**src/rtl/management_bus_fabric_pkg.sv**
```systemverilog
// Shared types and helpers for the management bus fabric: read FSM states,
// window decode and the saturating error-counter increment.
package mgmt_bus_pkg;

  typedef enum logic [1:0] {
    RD_IDLE,
    RD_WAIT,
    RD_ERR
  } rd_state_t;

  // Window index of a zero-extended address; the caller compares it to NUM_PORTS.
  function automatic logic [31:0] port_index(input logic [31:0] addr,
                                             input int unsigned port_bits);
    return addr >> port_bits;
  endfunction

  function automatic logic [15:0] sat_inc(input logic [15:0] value,
                                          input logic [1:0]  amount);
    logic [16:0] sum;
    sum = {1'b0, value} + 17'(amount);
    return sum[16] ? 16'hFFFF : sum[15:0];
  endfunction

endpackage

```
**src/rtl/management_bus_fabric_if.sv**
```systemverilog
// Upstream byte-wide rd/wr bus between the QSPI management bridge (master)
// and the fabric (slave).
interface management_bus_fabric_if #(
  parameter int unsigned ADDR_WIDTH = 16,
  parameter int unsigned DATA_WIDTH = 8
);

  logic                  rd_en;
  logic [ADDR_WIDTH-1:0] rd_addr;
  logic                  rd_valid;
  logic [DATA_WIDTH-1:0] rd_data;
  logic                  wr_en;
  logic [ADDR_WIDTH-1:0] wr_addr;
  logic [DATA_WIDTH-1:0] wr_data;

  modport master (
    output rd_en, rd_addr, wr_en, wr_addr, wr_data,
    input  rd_valid, rd_data
  );

  modport slave (
    input  rd_en, rd_addr, wr_en, wr_addr, wr_data,
    output rd_valid, rd_data
  );

endinterface

```
**src/rtl/management_bus_fabric.sv**
```systemverilog
// Address-decoding fabric: one upstream rd/wr bus fanned out to NUM_PORTS
// register-bank windows, with read timeout, unmapped handling and error counters.
module management_bus_fabric
  import mgmt_bus_pkg::*;
#(
  parameter int unsigned           NUM_PORTS      = 4,
  parameter int unsigned           ADDR_WIDTH     = 16,
  parameter int unsigned           DATA_WIDTH     = 8,
  parameter int unsigned           PORT_ADDR_BITS = 12,
  parameter int unsigned           RD_TIMEOUT     = 255,
  parameter int unsigned           WR_PIPE        = 1,
  parameter logic [DATA_WIDTH-1:0] ERR_DATA       = 'hEE
) (
  input  logic                            clk,
  input  logic                            rst,
  management_bus_fabric_if.slave          up,
  output logic [NUM_PORTS-1:0]            p_rd_en,
  output logic [PORT_ADDR_BITS-1:0]       p_rd_addr,
  input  logic [NUM_PORTS-1:0]            p_rd_valid,
  input  logic [NUM_PORTS*DATA_WIDTH-1:0] p_rd_data,
  output logic [NUM_PORTS-1:0]            p_wr_en,
  output logic [PORT_ADDR_BITS-1:0]       p_wr_addr,
  output logic [DATA_WIDTH-1:0]           p_wr_data,
  output logic [15:0]                     err_unmapped,
  output logic [15:0]                     err_timeout,
  output logic [15:0]                     err_overrun,
  output logic [ADDR_WIDTH-1:0]           err_last_addr
);

  // An index at or above NUM_PORTS matches no bit, so an all-zero result means unmapped.
  function automatic logic [NUM_PORTS-1:0] decode_oh(input logic [31:0] idx);
    logic [NUM_PORTS-1:0] oh;
    oh = '0;
    for (int i = 0; i < NUM_PORTS; i++) oh[i] = (idx == 32'(i));
    return oh;
  endfunction

  rd_state_t             state;
  logic [15:0]           timer;
  logic [NUM_PORTS-1:0]  sel_oh;
  logic [ADDR_WIDTH-1:0] rd_addr_q;

  logic [NUM_PORTS-1:0]  rd_oh;
  logic [NUM_PORTS-1:0]  wr_oh;
  logic                  sel_valid;
  logic [DATA_WIDTH-1:0] sel_data;
  logic                  rd_unmapped_ev;
  logic                  wr_unmapped_ev;
  logic                  overrun_ev;
  logic                  timeout_ev;

  assign rd_oh = decode_oh(port_index(32'(up.rd_addr), PORT_ADDR_BITS));
  assign wr_oh = decode_oh(port_index(32'(up.wr_addr), PORT_ADDR_BITS));

  // NOTE: every signal written in always_comb gets a default first, so no path leaves it unassigned and no latch is inferred.
  always_comb begin
    sel_valid = |(p_rd_valid & sel_oh);
    sel_data  = '0;
    for (int i = 0; i < NUM_PORTS; i++)
      if (sel_oh[i]) sel_data = p_rd_data[i*DATA_WIDTH +: DATA_WIDTH];
  end

  assign rd_unmapped_ev = up.rd_en && (state == RD_IDLE) && !(|rd_oh);
  assign overrun_ev     = up.rd_en && (state != RD_IDLE);
  assign wr_unmapped_ev = up.wr_en && !(|wr_oh);
  // Returned data beats a timeout that would fire in the same cycle.
  assign timeout_ev     = (state == RD_WAIT) && !sel_valid && (timer == 16'(RD_TIMEOUT));

  // NOTE: sequential state uses non-blocking assignments so every register samples pre-edge values.
  always_ff @(posedge clk) begin
    if (rst) begin
      state         <= RD_IDLE;
      timer         <= '0;
      sel_oh        <= '0;
      rd_addr_q     <= '0;
      p_rd_en       <= '0;
      p_rd_addr     <= '0;
      up.rd_valid   <= 1'b0;
      up.rd_data    <= '0;
      err_unmapped  <= '0;
      err_timeout   <= '0;
      err_overrun   <= '0;
      err_last_addr <= '0;
    end else begin
      p_rd_en     <= '0;
      up.rd_valid <= 1'b0;

      unique case (state)
        RD_IDLE: begin
          if (up.rd_en) begin
            if (|rd_oh) begin
              p_rd_en   <= rd_oh;
              sel_oh    <= rd_oh;
              p_rd_addr <= up.rd_addr[PORT_ADDR_BITS-1:0];
              rd_addr_q <= up.rd_addr;
              timer     <= '0;
              state     <= RD_WAIT;
            end else begin
              state <= RD_ERR;
            end
          end
        end
        RD_WAIT: begin
          if (sel_valid) begin
            up.rd_valid <= 1'b1;
            up.rd_data  <= sel_data;
            state       <= RD_IDLE;
          end else if (timeout_ev) begin
            up.rd_valid <= 1'b1;
            up.rd_data  <= ERR_DATA;
            state       <= RD_IDLE;
          end else begin
            timer <= timer + 16'd1;
          end
        end
        RD_ERR: begin
          up.rd_valid <= 1'b1;
          up.rd_data  <= ERR_DATA;
          state       <= RD_IDLE;
        end
        default: state <= RD_IDLE;
      endcase

      err_unmapped <= sat_inc(err_unmapped, {1'b0, rd_unmapped_ev} + {1'b0, wr_unmapped_ev});
      err_timeout  <= sat_inc(err_timeout, {1'b0, timeout_ev});
      err_overrun  <= sat_inc(err_overrun, {1'b0, overrun_ev});

      // Read-side errors take precedence over a simultaneous unmapped write.
      if (rd_unmapped_ev || overrun_ev) err_last_addr <= up.rd_addr;
      else if (timeout_ev)              err_last_addr <= rd_addr_q;
      else if (wr_unmapped_ev)          err_last_addr <= up.wr_addr;
    end
  end

  if (WR_PIPE != 0) begin : g_wr_pipe
    always_ff @(posedge clk) begin
      if (rst) begin
        p_wr_en   <= '0;
        p_wr_addr <= '0;
        p_wr_data <= '0;
      end else begin
        p_wr_en <= up.wr_en ? wr_oh : '0;
        if (up.wr_en && |wr_oh) begin
          p_wr_addr <= up.wr_addr[PORT_ADDR_BITS-1:0];
          p_wr_data <= up.wr_data;
        end
      end
    end
  end else begin : g_wr_comb
    always_comb begin
      p_wr_en   = (up.wr_en && !rst) ? wr_oh : '0;
      p_wr_addr = rst ? '0 : up.wr_addr[PORT_ADDR_BITS-1:0];
      p_wr_data = rst ? '0 : up.wr_data;
    end
  end

endmodule

```
**src/flat_wrapper.sv**
```systemverilog
// flat-port wrapper written by rule: the top's interface ports become plain ports
module management_bus_fabric_flat import mgmt_bus_pkg::*;
#(
  parameter int unsigned           NUM_PORTS      = 4,
  parameter int unsigned           ADDR_WIDTH     = 16,
  parameter int unsigned           DATA_WIDTH     = 8,
  parameter int unsigned           PORT_ADDR_BITS = 12,
  parameter int unsigned           RD_TIMEOUT     = 255,
  parameter int unsigned           WR_PIPE        = 1,
  parameter logic [DATA_WIDTH-1:0] ERR_DATA       = 'hEE
)
  (clk, rst, p_rd_en, p_rd_addr, p_rd_valid, p_rd_data, p_wr_en, p_wr_addr, p_wr_data, err_unmapped, err_timeout, err_overrun, err_last_addr, up_rd_en, up_rd_addr, up_wr_en, up_wr_addr, up_wr_data, up_rd_valid, up_rd_data);
  management_bus_fabric_if #(.ADDR_WIDTH(ADDR_WIDTH), .DATA_WIDTH(DATA_WIDTH)) up_i ();
  input  logic clk;
  input  logic rst;
  output logic [NUM_PORTS-1:0] p_rd_en;
  output logic [PORT_ADDR_BITS-1:0] p_rd_addr;
  input  logic [NUM_PORTS-1:0] p_rd_valid;
  input  logic [NUM_PORTS*DATA_WIDTH-1:0] p_rd_data;
  output logic [NUM_PORTS-1:0] p_wr_en;
  output logic [PORT_ADDR_BITS-1:0] p_wr_addr;
  output logic [DATA_WIDTH-1:0] p_wr_data;
  output logic [15:0] err_unmapped;
  output logic [15:0] err_timeout;
  output logic [15:0] err_overrun;
  output logic [ADDR_WIDTH-1:0] err_last_addr;
  input wire logic [$bits(up_i.rd_en)-1:0] up_rd_en;
  input wire logic [$bits(up_i.rd_addr)-1:0] up_rd_addr;
  input wire logic [$bits(up_i.wr_en)-1:0] up_wr_en;
  input wire logic [$bits(up_i.wr_addr)-1:0] up_wr_addr;
  input wire logic [$bits(up_i.wr_data)-1:0] up_wr_data;
  output wire logic [$bits(up_i.rd_valid)-1:0] up_rd_valid;
  output wire logic [$bits(up_i.rd_data)-1:0] up_rd_data;
  assign up_i.rd_en = up_rd_en;
  assign up_i.rd_addr = up_rd_addr;
  assign up_i.wr_en = up_wr_en;
  assign up_i.wr_addr = up_wr_addr;
  assign up_i.wr_data = up_wr_data;
  assign up_rd_valid = up_i.rd_valid;
  assign up_rd_data = up_i.rd_data;
  management_bus_fabric #(.NUM_PORTS(NUM_PORTS), .ADDR_WIDTH(ADDR_WIDTH), .DATA_WIDTH(DATA_WIDTH), .PORT_ADDR_BITS(PORT_ADDR_BITS), .RD_TIMEOUT(RD_TIMEOUT), .WR_PIPE(WR_PIPE), .ERR_DATA(ERR_DATA)) u_core (.clk(clk), .rst(rst), .up(up_i), .p_rd_en(p_rd_en), .p_rd_addr(p_rd_addr), .p_rd_valid(p_rd_valid), .p_rd_data(p_rd_data), .p_wr_en(p_wr_en), .p_wr_addr(p_wr_addr), .p_wr_data(p_wr_data), .err_unmapped(err_unmapped), .err_timeout(err_timeout), .err_overrun(err_overrun), .err_last_addr(err_last_addr));
endmodule
```
**config.mk**
```make
export PLATFORM = sky130hd
export DESIGN_NAME = management_bus_fabric_flat
export DESIGN_NICKNAME = d
export VERILOG_FILES = /design/src/rtl/management_bus_fabric_pkg.sv /design/src/rtl/management_bus_fabric_if.sv /design/src/rtl/management_bus_fabric.sv /design/src/flat_wrapper.sv
export SDC_FILE = /design/constraint.sdc
export NUM_CORES = 1
export LEC_CHECK = 0
export BUFFER_PORTS_ARGS = -buffer_cell sky130_fd_sc_hd__buf_2
export CAP_MARGIN = 20
export CORE_MARGIN = 2
export CORE_UTILIZATION = 45
export CTS_CLUSTER_SIZE = 10
export DETAILED_ROUTE_END_ITERATION = 8
export GPL_TIMING_DRIVEN = 0
export HOLD_SLACK_MARGIN = 0.06
export PLACE_DENSITY = 0.73
export SLEW_MARGIN = 20
export SYNTH_ARGS = -nofsm -noshare
export SYNTH_HDL_FRONTEND = slang
export SYNTH_SLANG_ARGS = --single-unit
```
**constraint.sdc**
```tcl
create_clock -name clk -period 6.2 [get_ports clk]
set_input_delay 0.62 -clock clk [delete_from_list [all_inputs] [get_ports clk]]
set_output_delay 0.62 -clock clk [all_outputs]
set_load 0.01 [all_outputs]
```
==> results.toml <==
[sta]
period_minus_slack_ps = 3672
finalSetupTns_ps = 0
finalCritPeriodShare = 0.5923
maxSlewViolCount = 0
timing.fmax_ghz = 0.2723
slew-limit-headroom = 0.4098
worstMarginPinSlew_ps = 877.2
setup_viol = 0
hold_viol = 0
skew_ps = 7.573
rsz0062_at_grt = "no"

[worst_setup_path]
crit_path_end_kind = "flip-flop"
required_ps = 6550
slowest_stage = "nor4_1"
worstSetupStartpointType = "flip-flop"
cp_num_buf_inv = 1
slowest_delay_ps = 820
arrival_ps = 4020
crit_chain = "or4_4, or4_4, nor2_1, ha_1, nand4_1, nor4_1, nand2b_1, clkbuf_1, a21oi_1"
path_class = "reg -> reg"
path_common_cell = "or4_4"
cp_max_fo = 10
cpLargestDelayFamily = "simple AND/OR/NAND/NOR gates"

[logic_synthesis]
yosysMostFrequentCell = "dfxtp_1"
yosys.area.top_type_share = 0.4331
synthFlopType = "dfxtp_1"
synth_cells = 758
ys_top_cells_by_count = "dfxtp_1, nand2_1, a21oi_1"
yosysTopAreaCell = "dfxtp_1"
synth_edf_count = 0
syn_area_um2 = 6425
synthTopCellsByArea = "dfxtp_1, a21oi_1, nand2_1"
syn-num-nets = 848
yosys_warnings = 0
synth_seq_cells = 139
async_flop_share = 0
avgSynthCellArea_um2 = 8.476
synth_cell_types = 56
synth-seq-area-share = 0.4331

[die]
die_w_um = 123.5
die_area_um2 = 15250
coreArea_um2 = 13930
ios = 193
die-height_um = 123.5
rows = 43
start_util = 0.4611

[detailed_routing]
wl_per_cell_um = 15.64
viasPerCell = 5.284
drtPass1Iterations = 6
drc = 0
wl_mm = 18.16
ant_nets = 0
num_vias = 6135
drt-initial-drc-count = 469

[final_layout]
area_growth_pct = 26.62
register_area_um2 = 2783
postLayoutCellArea_um2 = 8135
multi_input_area_um2 = 3259
num_antenna_cells = 0
n_fill_cell = 1272
finalNetCount = 1058
final_layout_size_suffix_gt1_frac = 0.2671
fin_util = 0.5838

[global_routing]
grt_max_degree = 17
grt_pass1_wl_mm = 28.61
grt_pass1_vias = 5831
grt_overflow_total = 0
antenna_found_initial = 0
grt_use_total = 0.2423

[clocking]
postCtsHoldBufs = 0
clk_latency_ps = 420
cts_tree = "yes"
numCtsBuffers = 17
clk_pin_slew_worst_paths_ps = 60
h-tree-depth = 4
ctsLongestPathBuffers = 2
post_cts_resized = 0
cts.sinks = 139
cts-root-buf = "clkbuf_16"
postCtsSetupBuffers = 0

[min_path]
hold_class = "in -> reg"

[power_and_ir_drop]
ir_worst_vdd_mv = 0.1773
p_per_area_nw_per_um2 = 249.3
leakage_nw = 3.362

[place]
gp_congestion = 0.8089
hpwl_mm = 13.51
placed_area_um2 = 7606
numPortBuffers = 191

[job]
cap_violations = 0

[status]
run_status = "completed"
## power breakdown
group	internal (mW)	switching, mW	leakage [nW]
Combinational	0.0737	0.109	1.99
Clock	0.511	0.398	0.246
Sequential	0.920	0.0154	1.13
Total	1.50	0.523	3.36
## kinds of logic (layout without fill, tap and decap cells)
group           Yosys count  in the layout  share of synthesized area
simple gates            297            297                     0.2354
compound gates          184            184                     0.1866
flops                   139            139                     0.4331
buf+inv                  83            306                    0.05959
xor+xnor                 28             28                    0.03817
mux                      17             17                    0.02648
fa+ha+maj                10             10                    0.02064
## worst register-to-register path: stages (launching register included)
cell	delay (ps)
dfxtp_1	340
or4_4	560
or4_4	560
nor2_1	190
ha_1	230
nand4_1	210
nor4_1	820
nand2b_1	210
clkbuf_1	290
a21oi_1	190
## registers in the layout (all words and copies together) (netlist names), 8 cells and up
| register | cells |
|---|---|
| u_core.err_overrun | 16 |
| u_core.rd_addr_q | 16 |
| u_core.up.rd_data | 8 |
| u_core.err_timeout | 16 |
| u_core.err_unmapped | 16 |
| u_core.timer | 16 |
| u_core.p_wr_data | 8 |
| u_core.err_last_addr | 16 |
| u_core.p_wr_addr | 12 |
## cell usage in the layout (no fill, tap or decap), types with 12 or more instances in the layout
cell type / instances
clkbuf_1: 26
xnor2_1: 16
and2_1: 20
and3_1: 12
xor2_1: 12
a21oi_1: 104
buf_2: 194
clkbuf_16: 17
nand3_1: 23
buf_4: 14
nor2_1: 34
nand2_1: 121
mux2i_1: 17
dfxtp_1: 139
o21ai_0: 13
nor3_1: 16
inv_1: 31
nor2b_1: 13
## routing by layer
| layer | GRT usage | wire length (um) | vias up |
|---|---|---|---|
| met3 | 0.05858 | 1202 | 18 |
| met1 | 0.3049 | 8120 | 2829 |
| li1 | - | - | 3084 |
| met2 | 0.4021 | 8558 | 204 |
| met5 | 0 | 0 | - |
| met4 | 0.08878 | 276 | 0 |
## per-stage QoR
step	std cells	power (mW)	worst slack [ps]	hold WS, ps
finish	1161	2.028	2528	413.7
global route	1161	2.106	2277	415.6
CTS	1161	2.046	2532	394.8
detailed placement	1129	1.137	2546	446.1
global placement	1129	1.135	2645	441.2
floorplan	758	1.051	3112	430.1
## path summary, 6_finish.rpt
| check | start | endpoint | slack [ps] | depth (start not counted) |
|---|---|---|---|---|
| worst max-delay path | u_core.timer[12] | u_core.err_timeout[4] | 2530 | 9 |
| worst min-delay path | up_rd_addr[4] | u_core.err_last_addr[4] | 410 | 3 |
| worst max register to register | u_core.timer[12] | u_core.err_timeout[4] | 2530 | 9 |
| worst min register to register | u_core.p_wr_addr[6] | u_core.p_wr_addr[6] | 450 | 2 |
## layout make-up
class / count / area share
plain buffers: 52 / 0.03276
clock buffers: 19 / 0.05321
clock inverters: 13 / 0.01184
inverters: 31 / 0.01430
multi-input cells: 536 / 0.4006
flip-flops and latches: 139 / 0.3420
well taps: 180 / 0.02768
repair buffers: 191 / 0.1175
No activity file was read; power rests on OpenSTA's default activity.
